File: src/rtl/pmt_conditioner.sv
// Two-channel PMT front end: synchronise, one hit per pulse with deadtime and re-arm-on-low,
// saturating drop counters. Optional coincidence flag under `PMT_COINC_VETO_EN.
module pmt_chan #(
  parameter int SYNC_STAGES = 2,
  parameter int DEADTIME    = 8,
  parameter int DROPW       = 16
) (
  input  logic             clkin,
  input  logic             resetn,
  input  logic             pin,
  input  logic             mask,
  input  logic             clrcnt,
  output logic             hit_nxt,
  output logic [DROPW-1:0] dropcnt
);
  typedef enum logic [1:0] {IDLE = 2'd0, DEAD = 2'd1, WAITLOW = 2'd2} state_t;

  localparam logic [7:0]       DT  = 8'(DEADTIME);
  localparam logic [DROPW-1:0] ONE = DROPW'(1);

  logic [SYNC_STAGES-1:0] sync_pipe;
  logic                   sync, prev, drop;
  state_t                 state, state_nxt;
  logic [7:0]             dcnt, dcnt_nxt;

  assign sync = sync_pipe[SYNC_STAGES-1];

  always_ff @(posedge clkin or negedge resetn) begin
    if (!resetn) begin
      sync_pipe <= '0;
      prev      <= 1'b0;
      state     <= IDLE;
      dcnt      <= '0;
      dropcnt   <= '0;
    end else begin
      sync_pipe <= {sync_pipe[SYNC_STAGES-2:0], pin};
      prev      <= sync;
      state     <= state_nxt;
      dcnt      <= dcnt_nxt;
      if (clrcnt)
        dropcnt <= '0;
      else if (drop && (dropcnt != {DROPW{1'b1}}))
        dropcnt <= dropcnt + ONE;
    end
  end

  // DEAD spans DEADTIME+1 cycles (exit is taken on the cycle the counter reads 0),
  // giving a minimum hit spacing of DEADTIME+2.
  always_comb begin
    state_nxt = state;
    dcnt_nxt  = dcnt;
    hit_nxt   = 1'b0;
    drop      = 1'b0;
    case (state)
      IDLE: if (sync) begin
        hit_nxt   = ~mask;
        dcnt_nxt  = DT;
        state_nxt = (DEADTIME == 0) ? WAITLOW : DEAD;
      end
      DEAD: begin
        drop = sync & ~prev;
        if (dcnt == 8'd0) state_nxt = sync ? WAITLOW : IDLE;
        else              dcnt_nxt  = dcnt - 8'd1;
      end
      WAITLOW: if (!sync) state_nxt = IDLE;
      default: state_nxt = IDLE;
    endcase
  end
endmodule

module pmt_conditioner #(
  parameter int SYNC_STAGES = 2,
  parameter int DEADTIME    = 8,
  parameter int DROPW       = 16
) (
  input  logic             clkin,
  input  logic             resetn,
  input  logic [1:0]       pmtin,
  input  logic [1:0]       mask,
  input  logic             clrcnt,
  output logic [1:0]       buffer,
  output logic [DROPW-1:0] dropcnt0,
  output logic [DROPW-1:0] dropcnt1,
  output logic             vetopmtlast
);
  localparam int NUM_LANES = 2;

  logic [NUM_LANES-1:0]            hit_nxt;
  logic [NUM_LANES-1:0][DROPW-1:0] dcnt;

  generate
    for (genvar i = 0; i < NUM_LANES; i++) begin : g_chan
      pmt_chan #(.SYNC_STAGES(SYNC_STAGES), .DEADTIME(DEADTIME), .DROPW(DROPW)) u_chan (
        .clkin   (clkin),
        .resetn  (resetn),
        .pin     (pmtin[i]),
        .mask    (mask[i]),
        .clrcnt  (clrcnt),
        .hit_nxt (hit_nxt[i]),
        .dropcnt (dcnt[i])
      );
    end
  endgenerate

  always_ff @(posedge clkin or negedge resetn) begin
    if (!resetn) buffer <= '0;
    else         buffer <= hit_nxt;
  end

  assign dropcnt0 = dcnt[0];
  assign dropcnt1 = dcnt[1];

`ifdef PMT_COINC_VETO_EN
  // hit_nxt is already mask-gated, so only unmasked coincidences flag.
  logic veto;
  always_ff @(posedge clkin or negedge resetn) begin
    if (!resetn) veto <= 1'b0;
    else         veto <= &hit_nxt;
  end
  assign vetopmtlast = veto;
`else
  assign vetopmtlast = 1'b0;
`endif
endmodule

File: config.mk
export PLATFORM = sky130hd
export DESIGN_NAME = pmt_conditioner
export DESIGN_NICKNAME = d
export VERILOG_FILES = /design/src/rtl/pmt_conditioner.sv
export SDC_FILE = /design/constraint.sdc
export NUM_CORES = 1
export LEC_CHECK = 0
export CORE_MARGIN = 8
export CORE_UTILIZATION = 30
export CTS_BUF_LIST = sky130_fd_sc_hd__clkbuf_4 sky130_fd_sc_hd__clkbuf_8
export CTS_CLUSTER_SIZE = 16
export DETAILED_ROUTE_END_ITERATION = 10
export SETUP_SLACK_MARGIN = 0.3
export SLEW_MARGIN = 20
export SYNTH_ARGS = -nofsm -noshare
export SYNTH_HDL_FRONTEND = slang
export SYNTH_HIERARCHICAL = 1
export SYNTH_SLANG_ARGS = --single-unit
export TNS_END_PERCENT = 50
File: constraint.sdc
create_clock -name clkin -period 1.95 [get_ports clkin]
set_clock_uncertainty 0.2 [all_clocks]
set_input_delay 0.195 -clock clkin [delete_from_list [all_inputs] [get_ports clkin]]
set_output_delay 0.195 -clock clkin [all_outputs]
set_load 0.03 [all_outputs]
==> results by group, run 1 <==
Synthesis
  – Synthesized instance count: 318
  – Synthesized netlist net count: 331
  – Syn Area/Cell: 10.5 sq um
  – Sequential element share of the synthesized area: 0.451
  – Unique cell type count in the Yosys netlist: 48
  – Yosys warns: 6
  – Post-synth EDFFs: 0
  – Async set-reset flop share out of synthesis: 1.00
  – Register bit count reported by yosys: 60
  – Leading register cell type out of synthesis: sky130_fd_sc_hd__dfrtp_1
  – Post-synthesis instance area: 3330 sq um

Critical path
  – Max Fanout on Critical Path: 4
  – Capture point of the worst path: g_chan[1].u_chan/dcnt[5]
  – Element type at the critical path start: flop
  – Critical Path Start: g_chan[1].u_chan/dcnt[1]
  – Critical R2R Capture: g_chan[1].u_chan/dcnt[5]
  – R2R Path Start: g_chan[1].u_chan/dcnt[1]
  – Nature of the critical path endpoint: flop
  – Register-to-Register Path Depth: 6
  – Worst endpoint data arrival time: 2.00 ns
  – Minimum setup slack among reg-to-reg paths: 0.01 ns
  – Req. time, crit path: 2.01 ns
  – Class of the most critical setup path: reg2reg

Detailed routing
  – Antenna viol nets, final: 0
  – Drt pass-1 iters: 4
  – Number of design-rule violations left by the first detailed-router iteration: 71
  – Number of design rule violations left after detail routing: 0
  – Number of vias in the routed layout: 2,794
  – Average wire per cell in the routed design: 15.4 um
  – Total wire length: 8.58 mm
  – Average vias per placed instance: 5.00

Clocking
  – TritonCTS buffer count: 9
  – Sinks on Clock Net: 60
  – Clock H-tree levels: 3
  – Clock transition at the register clock pins on the worst setup and hold paths after CTS: 0.06 ns
  – Clock tree from TritonCTS: yes
  – Buffer depth of the longest clock path: 2
  – Clock latency on the worst-skew pair: 0.34 ns
  – Root cell of the clock tree: sky130_fd_sc_hd__clkbuf_8

Global routing
  – Via count of the first global-routing pass: 2,788
  – First-pass GRT wire length: 13.5 mm
  – Antenna violations before repair: 0
  – GRT Residual Overflow: 0
  – Global-route usage over all layers: 0.112
  – Maximum number of pins on one net before global-route repair: 47

Die
  – Total Die Area: 14,700 sq um
  – Count of standard-cell rows: 38
  – Die width: 121 um
  – Die outline height: 121 um
  – CORE AREA: 10,800 sq um
  – Effective utilization at floorplan: 0.307
  – Top-Level Pins: 42

Place
  – HPWL after detailed placement: 5.49 mm
  – Input/output buffers: 40
  – Weighted congestion at the end of routability-driven global placement: 0.803

STA
  – Period utilization: 0.995
  – Clock period minus final worst setup slack: 1.94 ns
  – Max Slew Vio Count: 0
  – Achievable frequency: 0.516 GHz
  – Actual slew at the worst max-slew pin: 0.680 ns
  – Final-report setup violation count: 0
  – Count of endpoints failing hold in the final timing report: 0
  – Slew headroom: 0.546
  – Setup repair after global routing missed its margin: true

Power
  – Pwr Density: 838 nW/um^2
  – Total design power: 4.18 mW
  – Static Leak: 2.31 nW
  – Worst VDD drop: 0.298 mV

Finish
  – Net count of the finished layout: 427
  – Number of diodes: 0
  – Final design utilization: 0.460
  – Area Overhead vs Synth: 49.9%
  – Filler Cell Count: 1,023
  – Share of layout cells above drive strength 1: 0.468

Status
  – Status: finished, final reports clean

Hold path
  – Path class of the lowest-slack min-delay path: in2reg

Run
  – Max-cap viol count: 0
## worst min path at each step
stage	start	endpoint	slack, ns	cells after the start
after detailed placement	resetn	g_chan[0].u_chan/dropcnt[13]	0.02	1
after CTS	pmtin[1]	g_chan[1].u_chan/sync_pipe[0]	0.09	1
final	pmtin[1]	g_chan[1].u_chan/sync_pipe[0]	0.11	1
after global placement	resetn	g_chan[0].u_chan/dropcnt[10]	0.01	1
after global routing	pmtin[0]	g_chan[0].u_chan/sync_pipe[0]	0.09	1
after floorplan	resetn	buffer[0]	-0.30	0
## cell usage after synthesis, types with 6 or more instances
library cell,instances,area share
sky130_fd_sc_hd__or3_1,12,0.023
sky130_fd_sc_hd__nor3b_1,6,0.014
sky130_fd_sc_hd__nand4_1,8,0.015
sky130_fd_sc_hd__nand2b_1,8,0.015
sky130_fd_sc_hd__nand3_1,10,0.015
sky130_fd_sc_hd__a21oi_1,22,0.033
sky130_fd_sc_hd__mux2_1,8,0.027
sky130_fd_sc_hd__mux2i_1,10,0.030
sky130_fd_sc_hd__dfrtp_1,60,0.45
sky130_fd_sc_hd__inv_1,12,0.014
sky130_fd_sc_hd__nor3_1,8,0.012
sky130_fd_sc_hd__ha_1,6,0.023
sky130_fd_sc_hd__a211oi_1,8,0.018
sky130_fd_sc_hd__nand2_1,18,0.020
sky130_fd_sc_hd__nor2b_1,14,0.026
sky130_fd_sc_hd__o21ai_0,8,0.012
sky130_fd_sc_hd__nor2_1,26,0.029
## critical path, stage by stage, from the launching register on
cell and delay (ns):
sky130_fd_sc_hd__dfrtp_1 0.37, sky130_fd_sc_hd__inv_2 0.06, sky130_fd_sc_hd__ha_4 0.15, sky130_fd_sc_hd__nor3b_4 0.16, sky130_fd_sc_hd__a311o_1 0.40, sky130_fd_sc_hd__or3_1 0.39
sky130_fd_sc_hd__a21oi_2 0.15
## per-layer routing
metal | part of all wire | GRT usage | vias to the layer above
met5 | 0 | 0 | -
met4 | 0.0055 | 0.0547 | 0
met3 | 0.037 | 0.0261 | 5
met2 | 0.50 | 0.175 | 37
met1 | 0.46 | 0.142 | 1394
li1 | - | - | 1358
## flip-flops by register name, indices dropped and copies added (netlist names)
name / count
g_chan.u_chan/dropcnt: 32
g_chan.u_chan/dcnt: 16
g_chan.u_chan/state: 4
g_chan.u_chan/sync_pipe: 4
buffer: 2
g_chan.u_chan/prev: 2
## per-stage QoR
| step | std cells | TNS, ns | instance area [sq um] | hold WS [ns] | setup slack (ns) |
|---|---|---|---|---|---|
| after floorplan | 318 | 0 | 3470 | -0.301 | 0.0385 |
| after global placement | 506 | 0 | 4140 | 0.0112 | 0.0410 |
| after detailed placement | 506 | -0.000558 | 4140 | 0.0180 | -0.000558 |
| after CTS | 538 | 0 | 4540 | 0.0851 | 0.0648 |
| after global routing | 559 | -0.198 | 4990 | 0.0911 | -0.0563 |
| final | 559 | 0 | 4990 | 0.105 | 0.0102 |
## cell type report
cell class              count  area [sq um]  share of cell area
multi-input cells         237          2200               0.441
flip-flops and latches     60          1540               0.308
inverters                  12          45.0             0.00903
repair buffers             94           848               0.170
clock buffers              14           174              0.0349
clock inverters             2          10.0             0.00201
well taps                 140           175              0.0351
## where the power goes
group          internal, mW  switching, mW
Combinational         0.750          0.677
Clock                 0.570          0.480
Sequential             1.44          0.263
Total                  2.76           1.42
## layout by cell type (no fill, tap or decap), drive strengths merged, types with 3 or more instances in the layout
| master | instances |
|---|---|
| a211oi | 8 |
| clkbuf | 19 |
| mux2 | 14 |
| mux2i | 10 |
| nor2 | 26 |
| nor3 | 10 |
| dlygate4sd2 | 13 |
| nor3b | 6 |
| clkdlybuf4s50 | 5 |
| buf | 54 |
| inv | 12 |
| nor2b | 14 |
| nand2 | 18 |
| nand4 | 12 |
| nand2b | 8 |
| o21ai | 12 |
| nand3 | 12 |
| a21oi | 22 |
| clkdlybuf4s15 | 3 |
| dfrtp | 60 |
| xnor2 | 4 |
| or3b | 4 |
| ha | 6 |
| or3 | 12 |
| nor4 | 8 |
| dlymetal6s2s | 13 |
| o31ai | 4 |
## cell families after synthesis
kind of cell,after synthesis,synth area share
flops,60,0.451
compound gates,56,0.103
fa+ha+maj,6,0.0226
mux,24,0.0797
other cells,1,0.00113
buf+inv,21,0.0316
simple gates,146,0.300
xor+xnor,4,0.0105
## what timing repair did
item / CTS / global route
buffers inserted: 15 / 21
hold buffers: 1 / 0
gates cloned: 0 / 0
resized for setup: 50 / 87
pin swaps: 24 / 48
hold endpoints to repair: 20 / 0
setup endpoints to repair: 77 / 66
Power figures use the tool's default switching activity.
==> run 2: changes to the inputs <==
--- a/config.mk
+++ b/config.mk
@@ -8,9 +8,9 @@
 export CORE_MARGIN = 8
 export CORE_UTILIZATION = 30
 export CTS_BUF_LIST = sky130_fd_sc_hd__clkbuf_4 sky130_fd_sc_hd__clkbuf_8
-export CTS_CLUSTER_SIZE = 16
+export CTS_CLUSTER_SIZE = 25
 export DETAILED_ROUTE_END_ITERATION = 10
-export SETUP_SLACK_MARGIN = 0.3
+export SETUP_SLACK_MARGIN = 0.2
 export SLEW_MARGIN = 20
 export SYNTH_ARGS = -nofsm -noshare
 export SYNTH_HDL_FRONTEND = slang
==> run 2 against run 1 <==
  * Register-to-register slack lost 0.07 ns
  * Combinational power shrank 14%
  * Setup slack lost 0.067 ns
  * Wire length grew 1.0%
  * Final cell count shrank 1.8%
  * Design area shrank 0.20%
  * The flow now finishes with violations (negative setup slack)
  * Die area is the same
  * Critical endpoint is now g_chan[0].u_chan/dcnt[5]
  * Sequential share of layout area grew 0.087 points
  * Non-clock buffer count shrank 10
  * Via count grew 0.18%
  * Hold slack lost 0.017 ns
  * Sequential cell count is the same
==> results by group, run 2 (same netlist as run 1, synthesis figures left out) <==
Clocking
  – Clock tree from TritonCTS: yes (unchanged)
  – Sinks on Clock Net: 60 (unchanged)
  – Clock transition at the register clock pins on the worst setup and hold paths after CTS: 0.07 ns (was 0.06 ns)
  – Buffer depth of the longest clock path: 2 (unchanged)
  – Clock H-tree levels: 3 (unchanged)
  – TritonCTS buffer count: 9 (unchanged)
  – Root cell of the clock tree: sky130_fd_sc_hd__clkbuf_8 (unchanged)
  – Clock latency on the worst-skew pair: 0.35 ns (was 0.34 ns)

Power
  – Worst VDD drop: 0.315 mV (was 0.298 mV)
  – Net switching power of the design: 1.32 mW (was 1.42 mW)
  – Static Leak: 2.39 nW (was 2.31 nW)
  – Flop pwr share: 0.393 (was 0.407)
  – Internal Dissipation: 2.96 mW (was 2.76 mW)
  – Clock network power share: 0.320 (was 0.251)
  – Pwr Density: 858 nW/um^2 (was 838 nW/um^2)
  – Gate power share: 0.287 (was 0.341)
  – Fraction of power spent switching nets: 0.308 (was 0.340)

Die
  – Count of standard-cell rows: 38 (unchanged)
  – Die width: 121 um (unchanged)
  – Die outline height: 121 um (unchanged)
  – Effective utilization at floorplan: 0.307 (unchanged)
  – CORE AREA: 10,800 sq um (unchanged)
  – Top-Level Pins: 42 (unchanged)
  – Total Die Area: 14,700 sq um (unchanged)

Detailed routing
  – Uppermost signal routing layer after detailed routing: met4 (unchanged)
  – Drt pass-1 iters: 5 (was 4)
  – Number of vias in the routed layout: 2,799 (was 2,794)
  – Total met2 wirelength after detailed routing: 4.32 mm (was 4.25 mm)
  – Total wire length: 8.67 mm (was 8.58 mm)
  – Number of design-rule violations left by the first detailed-router iteration: 190 (was 71)
  – Detailed route wirelength on metal3: 331 um (was 314 um)
  – Average wire per cell in the routed design: 15.8 um (was 15.4 um)
  – Antenna viol nets, final: 0 (unchanged)
  – Average vias per placed instance: 5.10 (was 5.00)
  – Number of design rule violations left after detail routing: 0 (unchanged)
  – Detailed-route wire length on metal 1: 3.85 mm (was 3.97 mm)

Global routing
  – GRT Residual Overflow: 0 (unchanged)
  – Global-route usage over all layers: 0.111 (was 0.112)
  – First-pass GRT wire length: 13.2 mm (was 13.5 mm)
  – Via count of the first global-routing pass: 2,689 (was 2,788)
  – Maximum number of pins on one net before global-route repair: 47 (unchanged)
  – Antenna violations before repair: 0 (unchanged)

Finish
  – Number of diodes: 0 (unchanged)
  – Most common library cell in the layout ignoring fill and taps: sky130_fd_sc_hd__buf_4 (unchanged)
  – Biggest regs: g_chan.u_chan/dropcnt: 32 flops, g_chan.u_chan/dcnt: 16 flops (unchanged)
  – Area Overhead vs Synth: 49.6% (was 49.9%)
  – Multi-input logic area: 2150 sq um (was 2200 sq um)
  – Area taken by flip-flops and latches: 1540 sq um (about the same)
  – Final Instance Count excl. Fillers: 549 (was 559)
  – Filler Cell Count: 987 (was 1,023)
  – Net count of the finished layout: 417 (was 427)
  – Max reg flops: 32 (unchanged)
  – Highest-count cells in the layout ignoring fill and taps: 32 x sky130_fd_sc_hd__buf_4, 30 x sky130_fd_sc_hd__dfrtp_1, 30 x sky130_fd_sc_hd__dfrtp_2 (was 46 x sky130_fd_sc_hd__buf_4, 31 x sky130_fd_sc_hd__dfrtp_1, 29 x sky130_fd_sc_hd__dfrtp_2)
  – Largest register by flop count: g_chan.u_chan/dropcnt (unchanged)
  – Share of layout cells above drive strength 1: 0.445 (was 0.468)

Critical path
  – Class of the most critical setup path: reg2reg (unchanged)
  – Max Fanout on Critical Path: 5 (was 4)
  – Element type at the critical path start: flop (unchanged)
  – Library cell contributing the largest single delay on the critical path: sky130_fd_sc_hd__a311o_1 (unchanged)
  – Minimum setup slack among reg-to-reg paths: -0.06 ns (was 0.01 ns)
  – Worst endpoint data arrival time: 2.08 ns (was 2.00 ns)
  – Stage delay of the slowest cell on the critical path: 0.45 ns (was 0.40 ns)
  – Req. time, crit path: 2.02 ns (was 2.01 ns)
  – Nature of the critical path endpoint: flop (unchanged)
  – Cell-by-cell trace of the critical path: inv_2 -> ha_4 -> nor3b_4 -> a311o_1 -> or3_4 -> a21oi_2 (was inv_2 -> ha_4 -> nor3b_4 -> a311o_1 -> or3_1 -> a21oi_2)

Status
  – Failing checks: negative setup slack
  – Status: finished, violations left (was finished, final reports clean)

STA
  – Setup TNS Final: -0.0564 ns (was 0 ns)
  – Count of endpoints failing hold in the final timing report: 0 (unchanged)
  – Setup repair after global routing missed its margin: true (unchanged)
  – Actual slew at the worst max-slew pin: 0.561 ns (was 0.680 ns)
  – Period utilization: 1.03 (was 0.995)
  – Slew headroom: 0.625 (was 0.546)
  – Worst Setup Slack, final: -0.0564 ns (was 0.0102 ns)
  – Worst hold margin: 0.0883 ns (was 0.105 ns)
  – Final-report setup violation count: 1 (was 0)
  – Clock period minus final worst setup slack: 2.01 ns (was 1.94 ns)
  – Achievable frequency: 0.498 GHz (was 0.516 GHz)
  – Max Slew Vio Count: 0 (unchanged)

Hold path
  – Path class of the lowest-slack min-delay path: in2reg (unchanged)

Place
  – HPWL after detailed placement: 5.51 mm (was 5.49 mm)
  – Input/output buffers: 40 (unchanged)
  – Weighted congestion at the end of routability-driven global placement: 0.775 (was 0.803)
  – Cell Count Post-Placement: 504 (was 506)

Run
  – Max-cap viol count: 0 (unchanged)
-- run 2: power groups by stage --
stage / clock network [mW] / logic (mW) / registers [mW]
4_1_cts: 1.40 / 0.876 / 1.63
2_1_floorplan: 0 / 0.625 / 1.64
3_3_place_gp: 0 / 0.816 / 1.64
6_report: 1.37 / 1.23 / 1.68
5_1_grt: 1.47 / 1.36 / 1.70
3_5_place_dp: 0 / 0.851 / 1.65
-- run 2: final timing paths --
check                                               from                             to  cells past startpoint
max                             g_chan[0].u_chan/dcnt[1]       g_chan[0].u_chan/dcnt[5]                      6
min                                             pmtin[1]  g_chan[1].u_chan/sync_pipe[0]                      1
max reg2reg                     g_chan[0].u_chan/dcnt[1]       g_chan[0].u_chan/dcnt[5]                      6
min reg2reg                g_chan[1].u_chan/sync_pipe[0]  g_chan[1].u_chan/sync_pipe[1]                      0
max in group asynchronous                         resetn    g_chan[1].u_chan/dropcnt[4]                      3
min in group asynchronous                         resetn          g_chan[0].u_chan/prev                      2
-- run 2: metal layers --
| metal | vias up | global-route usage |
|---|---|---|
| met5 | - | 0 |
| met2 | 37 | 0.177 |
| met3 | 16 | 0.0270 |
| li1 | 1344 | - |
| met4 | 0 | 0.0601 |
| met1 | 1402 | 0.137 |
-- run 2: area by class of cell --
class	instances	area share
inverter	12	0.00905
timing repair buffer	84	0.166
clock buffer	11	0.0279
tap	140	0.0352
multi-input combinational	237	0.433
sequential	60	0.309
clock inverter	5	0.0201
-- run 2: what timing repair did --
action / in CTS / in global routing
hold buffers: 1 / 0
endpoints found under the setup margin: 71 / 64
hold endpoints to repair: 41 / 0
pin swaps: 16 / 38
resized for setup: 34 / 91
setup buffers: 9 / 19
-- run 2: worst max-delay path, delay by kind of cell (launching register included) --
family,cells,cell delay [ns]
flops,1,0.39
fa+ha+maj,1,0.16
compound gates,2,0.57
simple gates,2,0.56
buf+inv,1,0.07
-- run 2: stage by stage --
stage | area (sq um) | setup slack [ns] | utilization | power, mW
5_1_grt | 4980 | -0.116 | 0.459 | 4.54
4_1_cts | 4470 | 0.0371 | 0.412 | 3.91
3_3_place_gp | 4100 | 0.00344 | 0.378 | 2.46
2_1_floorplan | 3450 | 0.0335 | - | 2.26
6_report | 4980 | -0.0564 | 0.459 | 4.27
3_5_place_dp | 4100 | -0.0153 | 0.378 | 2.50
==> run 3: changes to the inputs <==
--- a/config.mk
+++ b/config.mk
@@ -10,6 +10,7 @@
 export CTS_BUF_LIST = sky130_fd_sc_hd__clkbuf_4 sky130_fd_sc_hd__clkbuf_8
 export CTS_CLUSTER_SIZE = 25
 export DETAILED_ROUTE_END_ITERATION = 10
+export PLACE_DENSITY = 0.58
 export SETUP_SLACK_MARGIN = 0.2
 export SLEW_MARGIN = 20
 export SYNTH_ARGS = -nofsm -noshare
==> run 3 against run 2 <==
  * The run now ends clean
  * Critical path depth stayed put
  * Wire length is 1.4% lower
  * First-iteration DRC count is 22% lower
  * Clock power is 20% lower
  * Non-clock buffer count is 6 higher
  * Maximum frequency is 3.5% higher
  * Design area is 1.1% lower
  * Setup slack better by 0.068 ns
  * Die area stayed put
  * Critical path type unchanged
  * Critical endpoint is now g_chan[1].u_chan/dcnt[5]
==> results by group, run 3 (same netlist as run 1, synthesis figures left out) <==
Global routing
  – GRT Residual Overflow: 0 (unchanged)
  – Global-route usage over all layers: 0.114 (was 0.111)
  – Antenna violations before repair: 0 (unchanged)
  – Via count of the first global-routing pass: 2,665 (was 2,689)
  – Maximum number of pins on one net before global-route repair: 47 (unchanged)
  – First-pass GRT wire length: 13.4 mm (was 13.2 mm)

Detailed routing
  – Drt pass-1 iters: 4 (was 5)
  – Total wire length: 8.55 mm (was 8.67 mm)
  – Antenna viol nets, final: 0 (unchanged)
  – Number of vias in the routed layout: 2,828 (was 2,799)
  – Average wire per cell in the routed design: 15.4 um (was 15.8 um)
  – Average vias per placed instance: 5.10 (about the same)
  – Number of design-rule violations left by the first detailed-router iteration: 148 (was 190)
  – Number of design rule violations left after detail routing: 0 (unchanged)

Die
  – Die width: 121 um (unchanged)
  – CORE AREA: 10,800 sq um (unchanged)
  – Die outline height: 121 um (unchanged)
  – Count of standard-cell rows: 38 (unchanged)
  – Top-Level Pins: 42 (unchanged)
  – Total Die Area: 14,700 sq um (unchanged)
  – Effective utilization at floorplan: 0.307 (unchanged)

Clocking
  – Clock H-tree levels: 3 (unchanged)
  – Clock transition at the register clock pins on the worst setup and hold paths after CTS: 0.07 ns (about the same)
  – TritonCTS buffer count: 9 (unchanged)
  – Buffer depth of the longest clock path: 2 (unchanged)
  – Root cell of the clock tree: sky130_fd_sc_hd__clkbuf_8 (unchanged)
  – Clock latency on the worst-skew pair: 0.34 ns (was 0.35 ns)
  – Clock tree from TritonCTS: yes (unchanged)
  – Sinks on Clock Net: 60 (unchanged)

STA
  – Period utilization: 0.994 (was 1.03)
  – Max Slew Vio Count: 0 (unchanged)
  – Setup repair after global routing missed its margin: true (unchanged)
  – Setup TNS Final: 0 ns (was -0.0564 ns)
  – Count of endpoints failing hold in the final timing report: 0 (unchanged)
  – Achievable frequency: 0.516 GHz (was 0.498 GHz)
  – Slew headroom: 0.546 (was 0.625)
  – Final-report setup violation count: 0 (was 1)
  – Actual slew at the worst max-slew pin: 0.679 ns (was 0.561 ns)
  – Worst hold margin: 0.0870 ns (was 0.0883 ns)
  – Clock period minus final worst setup slack: 1.94 ns (was 2.01 ns)

Critical path
  – Crit. path cell count: 6 (unchanged)
  – R2R Path Start: g_chan[1].u_chan/dcnt[0] (was g_chan[0].u_chan/dcnt[1])
  – Critical R2R Capture: g_chan[1].u_chan/dcnt[5] (was g_chan[0].u_chan/dcnt[5])
  – Cell-by-cell trace of the critical path: inv_2 -> ha_4 -> nor3b_4 -> a311o_1 -> or3_1 -> a21oi_2 (was inv_2 -> ha_4 -> nor3b_4 -> a311o_1 -> or3_4 -> a21oi_2)
  – Minimum setup slack among reg-to-reg paths: 0.01 ns (was -0.06 ns)
  – Class of the most critical setup path: reg2reg (unchanged)
  – Stage delay of the slowest cell on the critical path: 0.40 ns (was 0.45 ns)
  – Element type at the critical path start: flop (unchanged)
  – Buffering stage count on the worst path with inverters included: 1 (unchanged)
  – Nature of the critical path endpoint: flop (unchanged)
  – Register-to-Register Path Depth: 6 (unchanged)
  – Req. time, crit path: 1.95 ns (was 2.02 ns)
  – Max Fanout on Critical Path: 5 (unchanged)
  – Library cell contributing the largest single delay on the critical path: sky130_fd_sc_hd__a311o_1 (unchanged)
  – Worst endpoint data arrival time: 1.94 ns (was 2.08 ns)
  – Family with the most delay on the worst path: simple AND/OR/NAND/NOR gates (was compound AO/OA/AOI/OAI gates)

Power
  – Total design power: 4.02 mW (was 4.27 mW)
  – Static Leak: 2.35 nW (was 2.39 nW)
  – Worst VDD drop: 0.371 mV (was 0.315 mV)
  – Pwr Density: 817 nW/um^2 (was 858 nW/um^2)

Run
  – Max-cap viol count: 0 (unchanged)

Place
  – Input/output buffers: 40 (unchanged)
  – Weighted congestion at the end of routability-driven global placement: 0.806 (was 0.775)
  – HPWL after detailed placement: 5.57 mm (was 5.51 mm)
  – Placed cell area: 4120 sq um (was 4100 sq um)

Finish
  – Max reg flops: 32 (unchanged)
  – Most common library cell in the layout ignoring fill and taps: sky130_fd_sc_hd__buf_4 (unchanged)
  – Number of diodes: 0 (unchanged)
  – Area taken by flip-flops and latches: 1540 sq um (about the same)
  – Multi-input logic area: 2090 sq um (was 2150 sq um)
  – Net count of the finished layout: 423 (was 417)
  – Largest register by flop count: g_chan.u_chan/dropcnt (unchanged)
  – Area Overhead vs Synth: 48.0% (was 49.6%)
  – Filler Cell Count: 989 (was 987)
  – Highest-count cells in the layout ignoring fill and taps: 35 x sky130_fd_sc_hd__buf_4, 31 x sky130_fd_sc_hd__dfrtp_1, 29 x sky130_fd_sc_hd__dfrtp_2 (was 32 x sky130_fd_sc_hd__buf_4, 30 x sky130_fd_sc_hd__dfrtp_1, 30 x sky130_fd_sc_hd__dfrtp_2)
  – Final std cell area, no fill: 4920 sq um (was 4980 sq um)
  – Biggest regs: g_chan.u_chan/dropcnt: 32 flops, g_chan.u_chan/dcnt: 16 flops (unchanged)
  – Share of layout cells above drive strength 1: 0.410 (was 0.445)

Hold path
  – End of the worst hold path: g_chan[1].u_chan/sync_pipe[0] (unchanged)
  – Hold Path Cell Cnt: 1 (unchanged)
  – Startpoint of the worst hold path: pmtin[1] (unchanged)
  – Path class of the lowest-slack min-delay path: in2reg (unchanged)

Status
  – Status: finished, final reports clean (was finished, violations left)
## run 3: cell types whose count changed in the layout (fill, tap and decap cells not counted), moves of 3 or more
cell	change
sky130_fd_sc_hd__clkbuf_8	+3
sky130_fd_sc_hd__a21oi_1	+8
sky130_fd_sc_hd__or3_1	+5
sky130_fd_sc_hd__bufinv_16	-3
sky130_fd_sc_hd__or3_4	-5
sky130_fd_sc_hd__buf_4	+3
sky130_fd_sc_hd__dlygate4sd2_1	+4
sky130_fd_sc_hd__a21oi_2	-9
sky130_fd_sc_hd__dlymetal6s2s_1	-3
sky130_fd_sc_hd__nor4_2	-3
## run 3: metrics by stage
stage	instances	util	setup WS (ns)
2_1_floorplan	318	-	0.0335
3_5_place_dp	506	0.380	-0.0243
4_1_cts	533	0.410	0.0508
5_1_grt	555	0.454	-0.0669
3_3_place_gp	506	0.380	0.0209
6_report	555	0.454	0.0121
## run 3: where the power goes
| part | switching [mW] | total, mW | internal [mW] |
|---|---|---|---|
| sequential | 0.273 | 1.71 | 1.44 |
| combinational | 0.599 | 1.22 | 0.619 |
| clock | 0.481 | 1.09 | 0.607 |
## run 3: what timing repair did
| item | CTS | global route |
|---|---|---|
| gates resized for setup | 32 | 79 |
| endpoints found under the setup margin | 69 | 62 |
| pin swaps | 14 | 37 |
| endpoints found under the hold margin | 18 | 0 |
| hold buffers | 1 | 0 |
| setup buffers | 10 | 22 |
## run 3: cell type report
cell class,count,area share
Clock buffer,15,0.0381
Sequential cell,60,0.312
Timing Repair Buffer,90,0.178
Inverter,12,0.00915
Tap cell,140,0.0356
Multi-Input combinational cell,237,0.425
Clock inverter,1,0.00102
## run 3: worst max path at each step
| stage | from | to | slack, ns |
|---|---|---|---|
| finish | g_chan[1].u_chan/dcnt[0] | g_chan[1].u_chan/dcnt[5] | 0.01 |
| detailed placement | g_chan[1].u_chan/state[1] | g_chan[1].u_chan/dropcnt[12] | -0.02 |
| CTS | g_chan[1].u_chan/dropcnt[9] | g_chan[1].u_chan/dropcnt[12] | 0.05 |
| global route | g_chan[1].u_chan/dcnt[0] | g_chan[1].u_chan/dcnt[5] | -0.07 |
| floorplan | g_chan[0].u_chan/dropcnt[1] | g_chan[0].u_chan/dropcnt[0] | 0.03 |
| global placement | g_chan[1].u_chan/state[1] | g_chan[1].u_chan/dropcnt[12] | 0.02 |
## run 3: layer usage
metal | vias to the layer above | wire (um) | track usage
met5 | - | 0 | 0
met4 | 0 | 134 | 0.0416
met3 | 12 | 319 | 0.0368
met2 | 49 | 4250 | 0.179
met1 | 1415 | 3840 | 0.142
li1 | 1352 | - | -
## run 3: worst reg2reg max path, delay by kind of cell (launching register included)
kind,cells,cell delay (ns)
and+or+nand+nor,2,0.52
AOI/OAI and AO/OA,2,0.45
DFF,1,0.39
adders and majority gates,1,0.13
buffers and inverters,1,0.10
